## src/rtl/parammod_shift_pkg.sv

```systemverilog
// Shared operation codes for the pipelined barrel shifter, plus the
// ENABLE/DISABLE/HIGH/LOW literals used for its configuration parameters.
`ifndef ENABLE
`define ENABLE 1'b1
`endif
`ifndef DISABLE
`define DISABLE 1'b0
`endif
`ifndef HIGH
`define HIGH 1'b1
`endif
`ifndef LOW
`define LOW 1'b0
`endif

package parammod_shift_pkg;

    localparam int OP_W = 3;

    // Codes 5..7 are deliberately unnamed: they pass the operand through.
    typedef enum logic [OP_W-1:0] {
        OP_SL  = 3'd0,
        OP_SR  = 3'd1,
        OP_RL  = 3'd2,
        OP_RR  = 3'd3,
        OP_SRA = 3'd4
    } shift_op_t;

endpackage

```

## src/rtl/cnt_bits.sv

```systemverilog
// Population counter: number of set bits in a W-bit vector.
module cnt_bits #(
    parameter int W  = 8,
    parameter int CW = $clog2(W + 1)
) (
    input  logic [W-1:0]  bits,
    output logic [CW-1:0] count
);

    always_comb begin
        count = '0;
        for (int i = 0; i < W; i++) begin
            count = count + CW'(bits[i]);
        end
    end

endmodule

```

## src/rtl/shift_stage.sv

```systemverilog
// One register slice of the shifter: shift levels FIRST..FIRST+CNT-1 then an
// enabled register. Arithmetic right shift only exists with PIPE_SHIFTER_SRA_EN.
module shift_stage
    import parammod_shift_pkg::*;
#(
    parameter int DATA  = 32,
    parameter int LW    = 5,
    parameter int FIRST = 0,
    parameter int CNT   = 1
) (
    input  logic            clk,
    input  logic            reset_,
    input  logic            en,
    input  logic            in_valid,
    input  logic [DATA-1:0] in_data,
    input  logic [LW-1:0]   in_amt,
    input  logic [OP_W-1:0] in_op,
    output logic            out_valid,
    output logic [DATA-1:0] out_data,
    output logic [LW-1:0]   out_amt,
    output logic [OP_W-1:0] out_op
);

    function automatic logic [DATA-1:0] shift_level(
        input logic [DATA-1:0] x,
        input logic [OP_W-1:0] op,
        input int unsigned     k
    );
        logic [DATA-1:0] r;
`ifdef PIPE_SHIFTER_SRA_EN
        logic signed [DATA-1:0] xs;
        xs = x;
`endif
        r = x;
        case (op)
            OP_SL:  r = x << k;
            OP_SR:  r = x >> k;
            OP_RL:  r = (x << k) | (x >> (DATA - k));
            OP_RR:  r = (x >> k) | (x << (DATA - k));
`ifdef PIPE_SHIFTER_SRA_EN
            OP_SRA: r = xs >>> k;
`else
            OP_SRA: r = x >> k;
`endif
            default: r = x;
        endcase
        return r;
    endfunction

    logic [DATA-1:0] nxt;

    always_comb begin
        nxt = in_data;
        for (int j = FIRST; j < FIRST + CNT; j++) begin
            if (in_amt[j]) begin
                nxt = shift_level(nxt, in_op, 2 ** j);
            end
        end
    end

    // ---- slice register boundary ----
    always_ff @(posedge clk or negedge reset_) begin
        if (!reset_) begin
            out_valid <= 1'b0;
            out_data  <= '0;
            out_amt   <= '0;
            out_op    <= '0;
        end else if (en) begin
            out_valid <= in_valid;
            out_data  <= nxt;
            out_amt   <= in_amt;
            out_op    <= in_op;
        end
    end

endmodule

```

## src/rtl/pipe_shifter.sv

```systemverilog
// Pipelined barrel shifter with valid/ready handshake and STAGES register slices.
// Optional macro PIPE_SHIFTER_SRA_EN enables arithmetic right shift (op 4).
`ifndef ENABLE
`define ENABLE 1'b1
`endif
`ifndef DISABLE
`define DISABLE 1'b0
`endif
`ifndef HIGH
`define HIGH 1'b1
`endif

module pipe_shifter
    import parammod_shift_pkg::*;
#(
    parameter int DATA    = 32,
    parameter int STAGES  = 2,
    parameter bit BIT_VEC = `DISABLE,
    parameter bit ACT     = `HIGH,
    localparam int LEVELS = $clog2(DATA),
    localparam int SHW    = BIT_VEC ? DATA - 1 : LEVELS
) (
    input  logic            clk,
    input  logic            reset_,
    input  logic            in_valid,
    output logic            in_ready,
    input  logic [DATA-1:0] in_data,
    input  logic [SHW-1:0]  in_shamt,
    input  logic [2:0]      in_op,
    output logic            out_valid,
    input  logic            out_ready,
    output logic [DATA-1:0] out_data
);

    if (DATA < 4 || (DATA & (DATA - 1)) != 0) begin : g_bad_data
        $error("pipe_shifter: DATA=%0d must be a power of two >= 4", DATA);
    end
    if (STAGES < 1 || STAGES > LEVELS) begin : g_bad_stages
        $error("pipe_shifter: STAGES=%0d outside 1..%0d", STAGES, LEVELS);
    end

    localparam int ST_SAFE = (STAGES < 1) ? 1 : STAGES;
    localparam int LV_BASE = LEVELS / ST_SAFE;
    localparam int LV_XTRA = LEVELS % ST_SAFE;

    logic            en;
    logic            vld_p  [STAGES+1];
    logic [DATA-1:0] data_p [STAGES+1];
    logic [LEVELS-1:0] amt_p [STAGES+1];
    logic [2:0]      op_p   [STAGES+1];
    logic            unused_tail;

    assign en       = out_ready | ~out_valid;
    assign in_ready = en;

    // A stalled full pipe holds every slice, so nothing new can enter.
    assign vld_p[0]  = in_valid;
    assign data_p[0] = in_data;
    assign op_p[0]   = in_op;

    if (BIT_VEC) begin : g_bitvec
        logic [SHW-1:0] active_bits;
        assign active_bits = ACT ? in_shamt : ~in_shamt;
        cnt_bits #(
            .W  (SHW),
            .CW (LEVELS)
        ) u_cnt (
            .bits  (active_bits),
            .count (amt_p[0])
        );
    end else begin : g_binary
        assign amt_p[0] = in_shamt;
    end

    // Earliest slices take one extra level when levels do not divide evenly.
    for (genvar s = 0; s < STAGES; s++) begin : g_slice
        localparam int CNT   = LV_BASE + ((s < LV_XTRA) ? 1 : 0);
        localparam int FIRST = s * LV_BASE + ((s < LV_XTRA) ? s : LV_XTRA);
        shift_stage #(
            .DATA  (DATA),
            .LW    (LEVELS),
            .FIRST (FIRST),
            .CNT   (CNT)
        ) u_stage (
            .clk       (clk),
            .reset_    (reset_),
            .en        (en),
            .in_valid  (vld_p[s]),
            .in_data   (data_p[s]),
            .in_amt    (amt_p[s]),
            .in_op     (op_p[s]),
            .out_valid (vld_p[s+1]),
            .out_data  (data_p[s+1]),
            .out_amt   (amt_p[s+1]),
            .out_op    (op_p[s+1])
        );
    end

    assign out_valid   = vld_p[STAGES];
    assign out_data    = data_p[STAGES];
    assign unused_tail = ^{amt_p[STAGES], op_p[STAGES]};

endmodule

```

## config.mk

```make
export PLATFORM = sky130hd
export DESIGN_NAME = pipe_shifter
export DESIGN_NICKNAME = d
export VERILOG_FILES = /design/src/rtl/parammod_shift_pkg.sv /design/src/rtl/cnt_bits.sv /design/src/rtl/shift_stage.sv /design/src/rtl/pipe_shifter.sv
export SDC_FILE = /design/constraint.sdc
export NUM_CORES = 1
export LEC_CHECK = 0
export BUFFER_PORTS_ARGS = -buffer_cell sky130_fd_sc_hd__buf_2
export CAP_MARGIN = 25
export CORE_ASPECT_RATIO = 1.2
export CORE_UTILIZATION = 51
export DETAILED_ROUTE_END_ITERATION = 12
export PLACE_DENSITY = 0.76
export SKIP_CTS_REPAIR_TIMING = 1
export SYNTH_ARGS = -nofsm -noshare
export SYNTH_HDL_FRONTEND = slang
export SYNTH_HIERARCHICAL = 1
export SYNTH_SLANG_ARGS = --single-unit
```

## constraint.sdc

```tcl
create_clock -name clk -period 3.7 [get_ports clk]
set_input_delay 0.185 -clock clk [delete_from_list [all_inputs] [get_ports clk]]
set_output_delay 0.185 -clock clk [all_outputs]
set_load 0.05 [all_outputs]
```

==> results.txt <==
----------------------------------------------------
[Run status]
  Result of the run ... finished, final reports clean

[Yosys]
  Synthesized Nets ... between 900 and 1000
  Cell area after synthesis ... about 6900 um^2
  Total of warnings raised by yosys ... 6
  Average cell area after synthesis ... between 7 and 8 um^2
  Synthesized instance count ... 883

[Cells and area]
  Final #Nets ... 963
  Area added between synthesis and finish ... 10.7%
  Number of antenna repair diodes ... 0
  Fraction of layout cells with a size suffix above 1 ... 0.199
  Filler Cells Inserted ... 1293
  Post-route insts no fill ... approximately 1100
  Fraction of the core area covered by cells at the end of the flow ... 0.581

[Setup path]
  Flop2flop setup slack ... 1.19 ns
  Reg-to-Reg Start ... g_slice[0].u_stage/out_op[0]
  Critical path start-end classification ... flip-flop to flip-flop
  Family with the most delay on the worst path ... flip-flops
  Data arrival time at the worst-slack endpoint ... around 2.7 ns
  Kind of capture point of the worst setup path ... flip-flop
  Crit path largest cell delay ... 0.62 ns
  Sum of buffers and inverters on the critical path ... 2
  Critical path's most frequent cell ... buf_4
  Highest fanout seen on the critical path ... 31
  Kind of start point of the critical path ... flip-flop
  Number of cells on the worst reg-to-reg path ... 6
  Ordered list of cells on the worst path ... o21ai_1 -> buf_4 -> and2_1 -> buf_4 -> mux2i_1 -> o221ai_1
  Max stage delay cell, worst path ... dfrtp_1
  Critical register-to-register path endpoint ... g_slice[1].u_stage/out_data[30]
  Critical Path RT ... 3.88 ns

[STA]
  Worst-case setup margin in the final layout ... between 1 and 1.5 ns
  Final Slew Violations ... 0
  Slew margin rel. ... 0.349
  Shortest period the worst path allows ... approximately 2.5 ns
  Number of failing setup endpoints in the final timing report ... 0
  Final hold slack ... 0.0696 ns
  Fmax ... 399 MHz
  Final Hold Viols ... 0
  Setup repair after global routing missed its margin ... no
  Slew at the pin closest to its max-slew limit ... 0.972 ns
  Setup TNS ... 0 ns
  Final worst-path cycle share ... 0.678
  Worst clock skew ... about 0.011 ns

[Routing]
  Wire length per cell after detailed routing ... approximately 25 um
  Via density per instance ... 7.41
  Final Routed Wirelength ... 27300 um
  Number of DRC markers after the initial detailed-route iteration ... 1127
  Antenna viol nets, final ... 0
  Detailed Routing Iterations Pass 1 ... 6
  Number of remaining DRC errors ... 0
  Overall via count from detail_route ... 8087

[Flow run]
  Max capacitance violation total ... 0

[Clock tree]
  Clock-pin slew on the worst setup and hold paths ... 0.07 ns
  Clock buffers created by TritonCTS ... 9
  TritonCTS clock tree ... built
  Sink count of the clock tree ... 71
  Cell chosen for the clock root ... clkbuf_16
  Clk_lat worst skew ... 0.35 ns
  Clock buffer depth ... 2
  Max H-tree Level ... 3

[Die]
  Overall die area ... approximately 14000 um^2
  Number of placed I/O pins ... a little under 80
  Standard-cell row count ... 46
  Core Box Area ... 13200 um^2
  DIE WIDTH ... roughly 110 um
  Starting density of the core ... 0.525
  Die height ... 130 um

[Global route]
  Pin count of the biggest net entering global routing ... 69
  Via count of the first global-routing pass ... roughly 7300
  Initial antenna violation count ... 0
  Aggregate global routing overflow ... 0
  Total routing resource utilization after global routing ... 0.393
  First-pass GRT wire length ... 42300 um

[Place]
  Port-buffer cells ... 77
  Estimated wirelength of the detail-placed design ... 19700 um
  GP Congestion ... approximately 1.0
  Placed Cells incl. Taps ... 1075
  Post-placement setup slack ... 1.08 ns

[Pwr]
  Clock network fraction of design power ... 0.220
  Power per Cell Area ... 562 nW/um^2
  Reported leakage power ... 0.00293 uW
  Worst-case vdd ir drop ... 569 uV
  Relative contribution of sequential cells to total power ... 0.299
  Net Switching ... 2090 uW
  Internal Power ... 2230 uW
  Net switching share of the total power ... 0.484
  Combinational Power Share ... 0.482

[Worst hold path]
  Number of cells on the worst hold path ... 2
  Launch point of the worst hold path ... in_valid
  Worst Hold End ... g_slice[0].u_stage/out_valid
  Path category of the worst min-delay check ... input pin to flip-flop

----------------------------------------------------
-- metrics by stage --
| step | power (uW) | cell area, um^2 |
|---|---|---|
| 5_1_grt | 4520 | 7690 |
| 3_3_place_gp | 3290 | 7340 |
| 4_1_cts | 4270 | 7680 |
| 6_report | 4320 | 7690 |
| 2_1_floorplan | 2730 | 6950 |
| 3_5_place_dp | 3320 | 7360 |
-- cells in the final DEF (no fill, tap or decap), types with 4 or more instances in the layout --
cell,count
and3_1,5
a221oi_2,9
a22o_1,8
a32o_1,6
a211oi_1,21
o21a_1,4
mux2i_1,15
nor2_2,8
o211ai_1,53
o21ai_2,6
buf_2,77
inv_1,22
clkbuf_16,9
a22oi_1,6
a21oi_1,57
nand3_1,13
dfrtp_1,71
a31o_1,9
o21bai_1,5
nand2_1,55
o22ai_1,24
a221oi_1,10
nor3b_1,10
nor2b_1,8
nor2_1,71
o311ai_1,7
a21boi_1,4
buf_4,34
o21ai_0,85
a221o_1,6
nor3_1,18
o21ai_1,16
o311ai_0,6
a31oi_1,12
o221ai_1,39
nand2b_1,37
mux2_2,9
-- worst max path at each step --
stage / start / end / slack (ns) / cells past startpoint
after global routing: g_slice[0].u_stage/out_op[0] / g_slice[1].u_stage/out_data[10] / 1.01 / 6
after global placement: in_op[2] / g_slice[0].u_stage/out_data[27] / 1.08 / 7
after CTS: g_slice[0].u_stage/out_op[0] / g_slice[1].u_stage/out_data[26] / 1.25 / 6
after floorplan: g_slice[1].u_stage/out_valid / g_slice[1].u_stage/out_data[21] / 1.47 / 6
final: g_slice[0].u_stage/out_op[0] / g_slice[1].u_stage/out_data[30] / 1.19 / 6
after detailed placement: in_op[2] / g_slice[0].u_stage/out_data[27] / 1.08 / 7
-- per-layer routing --
metal / vias up / GRT usage / part of all wire / wire (um)
met4: 0 / 0.234 / 0.057 / 1550
met5: - / 0 / 0 / 0
met3: 118 / 0.0679 / 0.10 / 2790
met2: 644 / 0.633 / 0.47 / 12700
li1: 3523 / - / - / -
met1: 3802 / 0.492 / 0.37 / 10200
-- final cells by class --
class,count,area [um^2],area share
multi-input cells,700,4600,0.599
clock inverters,6,92.6,0.0120
clock buffers,10,229,0.0298
flip-flops and latches,71,1780,0.231
well taps,168,210,0.0273
inverters,23,86.3,0.0112
repair buffers,114,691,0.0898
-- power groups by stage --
| stage | Combinational [uW] | Clock (uW) | Sequential, uW |
|---|---|---|---|
| after floorplan | 983 | 0 | 1750 |
| after global placement | 2010 | 0 | 1280 |
| after detailed placement | 2020 | 0 | 1290 |
| after CTS | 2030 | 957 | 1280 |
| after global routing | 2210 | 985 | 1320 |
| final | 2080 | 949 | 1290 |
-- sequential cells by signal, indices dropped and copies added, names as in the netlist --
name	flops
g_slice.u_stage/out_amt	2
g_slice.u_stage/out_valid	2
g_slice.u_stage/out_data	64
g_slice.u_stage/out_op	3
Note: power is estimated with default switching activity, not from simulation.
